## config.mk

```make
export PLATFORM = sky130hd
export DESIGN_NAME = gate_bist_flat
export DESIGN_NICKNAME = d
export VERILOG_FILES = /design/src/rtl/gate_bist_if.sv /design/src/rtl/gate_bist.sv /design/src/flat_wrapper.sv
export SDC_FILE = /design/constraint.sdc
export NUM_CORES = 1
export LEC_CHECK = 0
export CAP_MARGIN = 20
export CORE_ASPECT_RATIO = 1.25
export CORE_MARGIN = 4
export CORE_UTILIZATION = 40
export CTS_CLUSTER_DIAMETER = 80
export DETAILED_ROUTE_END_ITERATION = 10
export GPL_TIMING_DRIVEN = 0
export PLACE_DENSITY = 0.66
export SYNTH_ARGS = -nofsm -noshare
export SYNTH_HDL_FRONTEND = slang
export SYNTH_SLANG_ARGS = --single-unit
```

## constraint.sdc

```tcl
create_clock -name clk -period 2.4 [get_ports clk]
set_input_delay 0.48 -clock clk [delete_from_list [all_inputs] [get_ports clk]]
set_output_delay 0.48 -clock clk [all_outputs]
set_load 0.02 [all_outputs]
```

## src/rtl/gate_bist_if.sv

```systemverilog
// Control/result bundle between the BIST engine and its host.
// The gate under test is fed from stim and answers on dut_out.
interface gate_bist_if #(
    parameter int N_IN  = 2,
    parameter int ERR_W = 8
);
    logic             start;
    logic [2:0]       mode;
    logic             dut_out;
    logic [N_IN-1:0]  stim;
    logic             busy;
    logic             done;
    logic             pass;
    logic [ERR_W-1:0] err_count;
    logic [N_IN-1:0]  first_err_vec;
    logic             first_err_valid;

    modport master (
        output start, mode, dut_out,
        input  stim, busy, done, pass,
        input  err_count, first_err_vec, first_err_valid
    );

    modport slave (
        input  start, mode, dut_out,
        output stim, busy, done, pass,
        output err_count, first_err_vec, first_err_valid
    );
endinterface

```

## src/rtl/gate_bist.sv

```systemverilog
// Exhaustive-sweep self-test engine for basic N-input gates.
// Drives every input vector, waits SETTLE cycles, compares against a golden gate.
module gate_bist #(
    parameter int N_IN   = 2,
    parameter int SETTLE = 1,
    parameter int ERR_W  = 8
) (
    input logic        clk,
    input logic        rst_n,
    gate_bist_if.slave bus
);
    typedef enum logic [1:0] {
        IDLE,
        APPLY,
        SAMPLE,
        DONE
    } state_e;

    localparam int WW = (SETTLE > 1) ? $clog2(SETTLE) : 1;
    localparam logic [WW-1:0] RELOAD = WW'(SETTLE - 1);

    state_e           state_q, state_d;
    logic [N_IN-1:0]  stim_q, stim_d;
    logic [WW-1:0]    wait_q, wait_d;
    logic [2:0]       mode_q, mode_d;
    logic [ERR_W-1:0] err_q, err_d;
    logic [N_IN-1:0]  fev_q, fev_d;
    logic             fvalid_q, fvalid_d;
    logic             busy_q, busy_d;
    logic             done_q, done_d;
    logic             pass_q, pass_d;

    logic             golden;
    logic             mismatch;
    logic [ERR_W-1:0] err_upd;

    always_comb begin
        golden = 1'b0;
        unique case (mode_q)
            3'd0: golden = &stim_q;
            3'd1: golden = |stim_q;
            3'd2: golden = ~&stim_q;
            3'd3: golden = ~|stim_q;
            3'd4: golden = ^stim_q;
            3'd5: golden = ~^stim_q;
            3'd6: golden = ~stim_q[0];
            3'd7: golden = stim_q[0];
        endcase
    end

    assign mismatch = (bus.dut_out != golden);

    // Counter sticks at all-ones once saturated.
    assign err_upd = (mismatch && (err_q != '1))
                   ? err_q + ERR_W'(1) : err_q;

    always_comb begin
        state_d  = state_q;
        stim_d   = stim_q;
        wait_d   = wait_q;
        mode_d   = mode_q;
        err_d    = err_q;
        fev_d    = fev_q;
        fvalid_d = fvalid_q;
        busy_d   = busy_q;
        done_d   = done_q;
        pass_d   = pass_q;
        unique case (state_q)
            IDLE, DONE: begin
                if (bus.start) begin
                    mode_d   = bus.mode;
                    err_d    = '0;
                    fev_d    = '0;
                    fvalid_d = 1'b0;
                    done_d   = 1'b0;
                    pass_d   = 1'b0;
                    stim_d   = '0;
                    busy_d   = 1'b1;
                    wait_d   = RELOAD;
                    state_d  = APPLY;
                end
            end
            APPLY: begin
                if (wait_q == '0) state_d = SAMPLE;
                else wait_d = wait_q - WW'(1);
            end
            SAMPLE: begin
                err_d = err_upd;
                if (mismatch && !fvalid_q) begin
                    fev_d    = stim_q;
                    fvalid_d = 1'b1;
                end
                // Terminal check before increment keeps stim from wrapping.
                if (&stim_q) begin
                    busy_d  = 1'b0;
                    done_d  = 1'b1;
                    pass_d  = (err_upd == '0);
                    state_d = DONE;
                end else begin
                    stim_d  = stim_q + N_IN'(1);
                    wait_d  = RELOAD;
                    state_d = APPLY;
                end
            end
            default: state_d = IDLE;
        endcase
    end

    always_ff @(posedge clk or negedge rst_n) begin
        if (!rst_n) begin
            state_q  <= IDLE;
            stim_q   <= '0;
            wait_q   <= '0;
            mode_q   <= '0;
            err_q    <= '0;
            fev_q    <= '0;
            fvalid_q <= 1'b0;
            busy_q   <= 1'b0;
            done_q   <= 1'b0;
            pass_q   <= 1'b0;
        end else begin
            state_q  <= state_d;
            stim_q   <= stim_d;
            wait_q   <= wait_d;
            mode_q   <= mode_d;
            err_q    <= err_d;
            fev_q    <= fev_d;
            fvalid_q <= fvalid_d;
            busy_q   <= busy_d;
            done_q   <= done_d;
            pass_q   <= pass_d;
        end
    end

    assign bus.stim            = stim_q;
    assign bus.busy            = busy_q;
    assign bus.done            = done_q;
    assign bus.pass            = pass_q;
    assign bus.err_count       = err_q;
    assign bus.first_err_vec   = fev_q;
    assign bus.first_err_valid = fvalid_q;
endmodule

```

## src/flat_wrapper.sv

```systemverilog
// flat-port wrapper written by rule: the top's interface ports become plain ports
module gate_bist_flat 
#(
    parameter int N_IN   = 2,
    parameter int SETTLE = 1,
    parameter int ERR_W  = 8
)
  (clk, rst_n, bus_start, bus_mode, bus_dut_out, bus_stim, bus_busy, bus_done, bus_pass, bus_err_count, bus_first_err_vec, bus_first_err_valid);
  gate_bist_if #(.N_IN(N_IN), .ERR_W(ERR_W)) bus_i ();
  input logic clk;
  input logic rst_n;
  input wire logic [$bits(bus_i.start)-1:0] bus_start;
  input wire logic [$bits(bus_i.mode)-1:0] bus_mode;
  input wire logic [$bits(bus_i.dut_out)-1:0] bus_dut_out;
  output wire logic [$bits(bus_i.stim)-1:0] bus_stim;
  output wire logic [$bits(bus_i.busy)-1:0] bus_busy;
  output wire logic [$bits(bus_i.done)-1:0] bus_done;
  output wire logic [$bits(bus_i.pass)-1:0] bus_pass;
  output wire logic [$bits(bus_i.err_count)-1:0] bus_err_count;
  output wire logic [$bits(bus_i.first_err_vec)-1:0] bus_first_err_vec;
  output wire logic [$bits(bus_i.first_err_valid)-1:0] bus_first_err_valid;
  assign bus_i.start = bus_start;
  assign bus_i.mode = bus_mode;
  assign bus_i.dut_out = bus_dut_out;
  assign bus_stim = bus_i.stim;
  assign bus_busy = bus_i.busy;
  assign bus_done = bus_i.done;
  assign bus_pass = bus_i.pass;
  assign bus_err_count = bus_i.err_count;
  assign bus_first_err_vec = bus_i.first_err_vec;
  assign bus_first_err_valid = bus_i.first_err_valid;
  gate_bist #(.N_IN(N_IN), .SETTLE(SETTLE), .ERR_W(ERR_W)) u_core (.clk(clk), .rst_n(rst_n), .bus(bus_i));
endmodule
```

==> implementation parameters <==
Parameter                              Value

Outcome
  Run status ... complete, no violations

Min path
  Worst min-delay path class ... in2async

Timing
  Period utilisation layout ... 94.79%
  Minimum clock period after layout ... 2.275 ns
  Setup skew after layout ... 0.004958 ns
  Slew Limit Fails ... 0
  Post-Route Setup TNS ... 0 ns
  Number of endpoints failing setup at the final stage ... 0
  Slew at the pin closest to its max-slew limit ... a little over 0.5 ns
  Max Clock Freq ... 439.6 MHz
  Hold Fails Final Rpt ... 0
  Max-slew headroom at the worst pin ... 65.88%

Logic synthesis
  Sequential-to-total area share from yosys stat ... between 30% and 40%
  Post-Synthesis Cells ... 155
  Share of async-settable or async-resettable flops after synthesis ... 100.0%
  Area of the mapped netlist ... 0.001404 sq mm
  Post-synth EDFFs ... 0
  Number of different library cells in the post-synthesis netlist ... 43
  Syn_nets ... roughly 170
  Synthesis Warnings ... 0
  Average instance area after synthesis ... 9.057 sq um
  Most instantiated flip-flop cell in the synthesis netlist ... dfrtp_1
  Synthesized flop and latch total ... 21

Worst setup path
  Startpoint of the worst-slack reg-to-reg timing path ... u_core.bus.stim[1]$_DFFE_PN0P_
  Worst stage delay on the critical path ... ~0.47 ns
  Crit path max fanout ... 6
  Cell at the slowest stage of the critical path ... dfrtp_2
  Data arrival time at the worst-slack endpoint ... 2.45 ns
  Cell Chain, Critical Path ... inv_2 -> ha_4 -> nor2b_2 -> o21a_1 -> buf_4 -> nor3_1 -> nor2_2 -> o311a_1 -> o31ai_1
  Number of cells on the worst reg-to-reg path ... 9
  Number of buffers and inverters on the critical path ... 2
  Start-to-end type of the worst setup path ... reg2reg
  Endpoint kind of the worst setup timing path ... flop
  Kind of cell with the highest combined delay on the critical path ... compound AO/OA/AOI/OAI gates
  Reg2reg setup slack ... around 0.13 ns
  Critical Path Sink ... u_core.bus.pass$_DFFE_PN0P_
  Worst setup path startpoint ... u_core.bus.stim[1]$_DFFE_PN0P_
  Crit path required time ... 2.57 ns
  Reg2reg end ... u_core.bus.pass$_DFFE_PN0P_
  Number of logic stages on the critical path including buffering ... 9
  Setup crit start kind ... flop

Floorplan
  Number of primary I/O pins ... 23
  Die Footprint ... between 0.004 and 0.005 sq mm
  Die Y-Extent ... approximately 74 microns
  Starting density of the core ... 42.79%
  Number of cell rows ... 23
  Standard cell core area ... 0.003281 sq mm
  Floorplan die width ... 60.99 microns

CTS
  Number of clock buffers inserted by TritonCTS ... 3
  Hold Buf Count CTS ... 0
  Clock insertion delay at the later pin of the skew report ... 0.27 ns
  CTS sink cnt ... 21
  Clock Tree Buf Depth ... 2
  Clock tree from TritonCTS ... done
  Depth of the CTS H-tree ... 1
  Clock Root Buffer ... clkbuf_8
  Clock-pin transition on the worst setup and hold timing paths ... 0.09 ns

Place
  HPWL after DPL ... 2529 microns
  Final weighted congestion of routability-driven global placement ... around 0.80
  Count of input and output buffers ... 22

Layout
  Share of cells above drive strength 1 ... between 20% and 30%
  Area growth from synthesis to layout ... 31.64%
  Nets ... slightly above 200
  Final antenna diode count ... 0
  Share of the core filled with cells ... 56.33%
  Filler instances ... 309

Route
  Via count ... 1326
  Antenna viol nets, final ... 0
  Mean routed wirelength per cell ... around 16 microns
  Detail-routed via count per cell ... 5.893
  First-pass iteration count of the detailed router ... 4
  Post-route DRC violation count ... 0
  Post-Route WL ... 3621 microns
  First DRT Iteration DRCs ... 45

GRT
  Gr usage total ... 17.47%
  Wire length of the first global-routing pass ... 6044 microns
  Initial antenna violation count ... 0
  Pin count of the biggest net entering global routing ... 22
  Global route overflow ... 0
  Via count of the first global-routing pass ... around 1300

Power and ir drop
  Leakage ... 0.7612 nW
  Cell Pwr Density ... 1047 mW/mm^2
  Maximum ir drop on the vdd rail ... approximately 570 uV

Run
  Max-capacitance violation count ... 0
==> stage by stage <==
stage	hold slack [ns]	instance area, sq um	worst slack [ns]	total power [W]	cells
4_1_cts	0.5125	1734	0.04492	0.001777	220
5_1_grt	0.4895	1848	-0.002234	0.002079	225
2_1_floorplan	0.1844	1404	0.1621	0.001231	155
3_5_place_dp	0.4842	1670	-0.1666	0.001507	214
3_3_place_gp	0.4868	1670	-0.06662	0.001477	214
6_report	0.4719	1848	0.1251	0.001934	225
==> synthesized netlist by cell type (3+ instances only) <==
cell type / instances / area [sq um]
dfrtp_1: 21 / 525.5
o21ai_0: 14 / 70.07
nand2_1: 13 / 48.80
a21oi_1: 11 / 55.05
nor2_1: 9 / 33.78
nor3_1: 9 / 45.04
inv_1: 7 / 26.28
ha_1: 6 / 75.07
nand3_1: 6 / 30.03
nor2b_1: 5 / 31.28
a21o_1: 3 / 22.52
a22o_1: 3 / 26.28
a31oi_1: 3 / 18.77
buf_4: 3 / 22.52
mux2_2: 3 / 33.78
o21a_1: 3 / 22.52
==> how the worst min path moves through the flow <==
| stage | from | endpoint | slack (ns) |
|---|---|---|---|
| floorplan | rst_n | u_core.bus.busy$_DFFE_PN0P_ | 0.18 |
| global placement | u_core.bus.first_err_vec[1]$_DFFE_PN0P_ | u_core.bus.first_err_vec[1]$_DFFE_PN0P_ | 0.49 |
| detailed placement | u_core.bus.first_err_vec[1]$_DFFE_PN0P_ | u_core.bus.first_err_vec[1]$_DFFE_PN0P_ | 0.48 |
| CTS | u_core.bus.first_err_vec[1]$_DFFE_PN0P_ | u_core.bus.first_err_vec[1]$_DFFE_PN0P_ | 0.51 |
| global route | rst_n | u_core.bus.err_count[2]$_DFFE_PN0P_ | 0.49 |
| finish | rst_n | u_core.bus.err_count[2]$_DFFE_PN0P_ | 0.47 |
==> power breakdown <==
group,switching (W),leakage (nW),internal [W]
logic,0.000636,0.464,0.000521
clock network,0.000132,0.0255,0.000116
registers,0.0000968,0.272,0.000433
==> flip-flops by register name (all words and copies together), names as in the netlist <==
| register | flops |
|---|---|
| u_core.mode_q | 3 |
| u_core.state_q | 2 |
| u_core.bus.err_count | 8 |
| u_core.bus.pass | 1 |
| u_core.bus.first_err_vec | 2 |
| u_core.bus.first_err_valid | 1 |
| u_core.bus.busy | 1 |
| u_core.bus.done | 1 |
| u_core.bus.stim | 2 |
==> cell type report <==
cell class                 count  area, sq um  area share, %
inverter                       7        26.28          1.422
clock inverter                 1        5.005         0.2708
tap                           37        46.29          2.505
buffer                         6        51.30          2.776
clock buffer                   3        41.29          2.234
sequential                    21        528.0          28.57
timing repair buffer          30        300.3          16.25
multi-input combinational    120        849.6          45.97
==> cell usage in the layout, fill, tap and decap left out, types with 3 or more instances in the layout <==
cell type	instances
clkdlybuf4s50_1	22
dfrtp_1	19
nand2_1	13
o21ai_0	13
a21oi_1	11
buf_4	10
nor2_1	9
nor3_1	8
nand3_1	6
inv_1	5
nor2b_1	4
clkbuf_8	4
o21a_1	3
a31oi_1	3
a22o_1	3
a21o_1	3
mux2_2	3
ha_1	3
==> cells by family after synthesis <==
kind of cell | count (synthesis) | share of synthesized area, %
AO/OA/AOI/OAI | 53 | 25.85
AND/OR/NAND/NOR | 53 | 19.43
flip-flops | 21 | 37.43
buffers and inverters | 14 | 6.328
adder cells (fa/ha/maj) | 6 | 5.347
XOR/XNOR | 4 | 2.496
multiplexers | 4 | 3.119
==> metal layers <==
layer | GRT usage, % | wire [microns] | up-vias | share of wire, %
met5 | 0 | 0 | - | 0
met3 | 2.778 | 131 | 5 | 3.6
met2 | 28.54 | 1805 | 27 | 50
met1 | 23.25 | 1638 | 653 | 45
met4 | 6.024 | 45 | 0 | 1.2
li1 | - | - | 641 | -
==> what timing repair did <==
action | CTS | global route
gates cloned | 0 | 0
gates resized for setup | 2 | 12
pin swaps | 0 | 10
endpoints found under the setup margin | 1 | 7
buffers inserted | 2 | 5
Note: power is estimated with default switching activity, not from simulation.
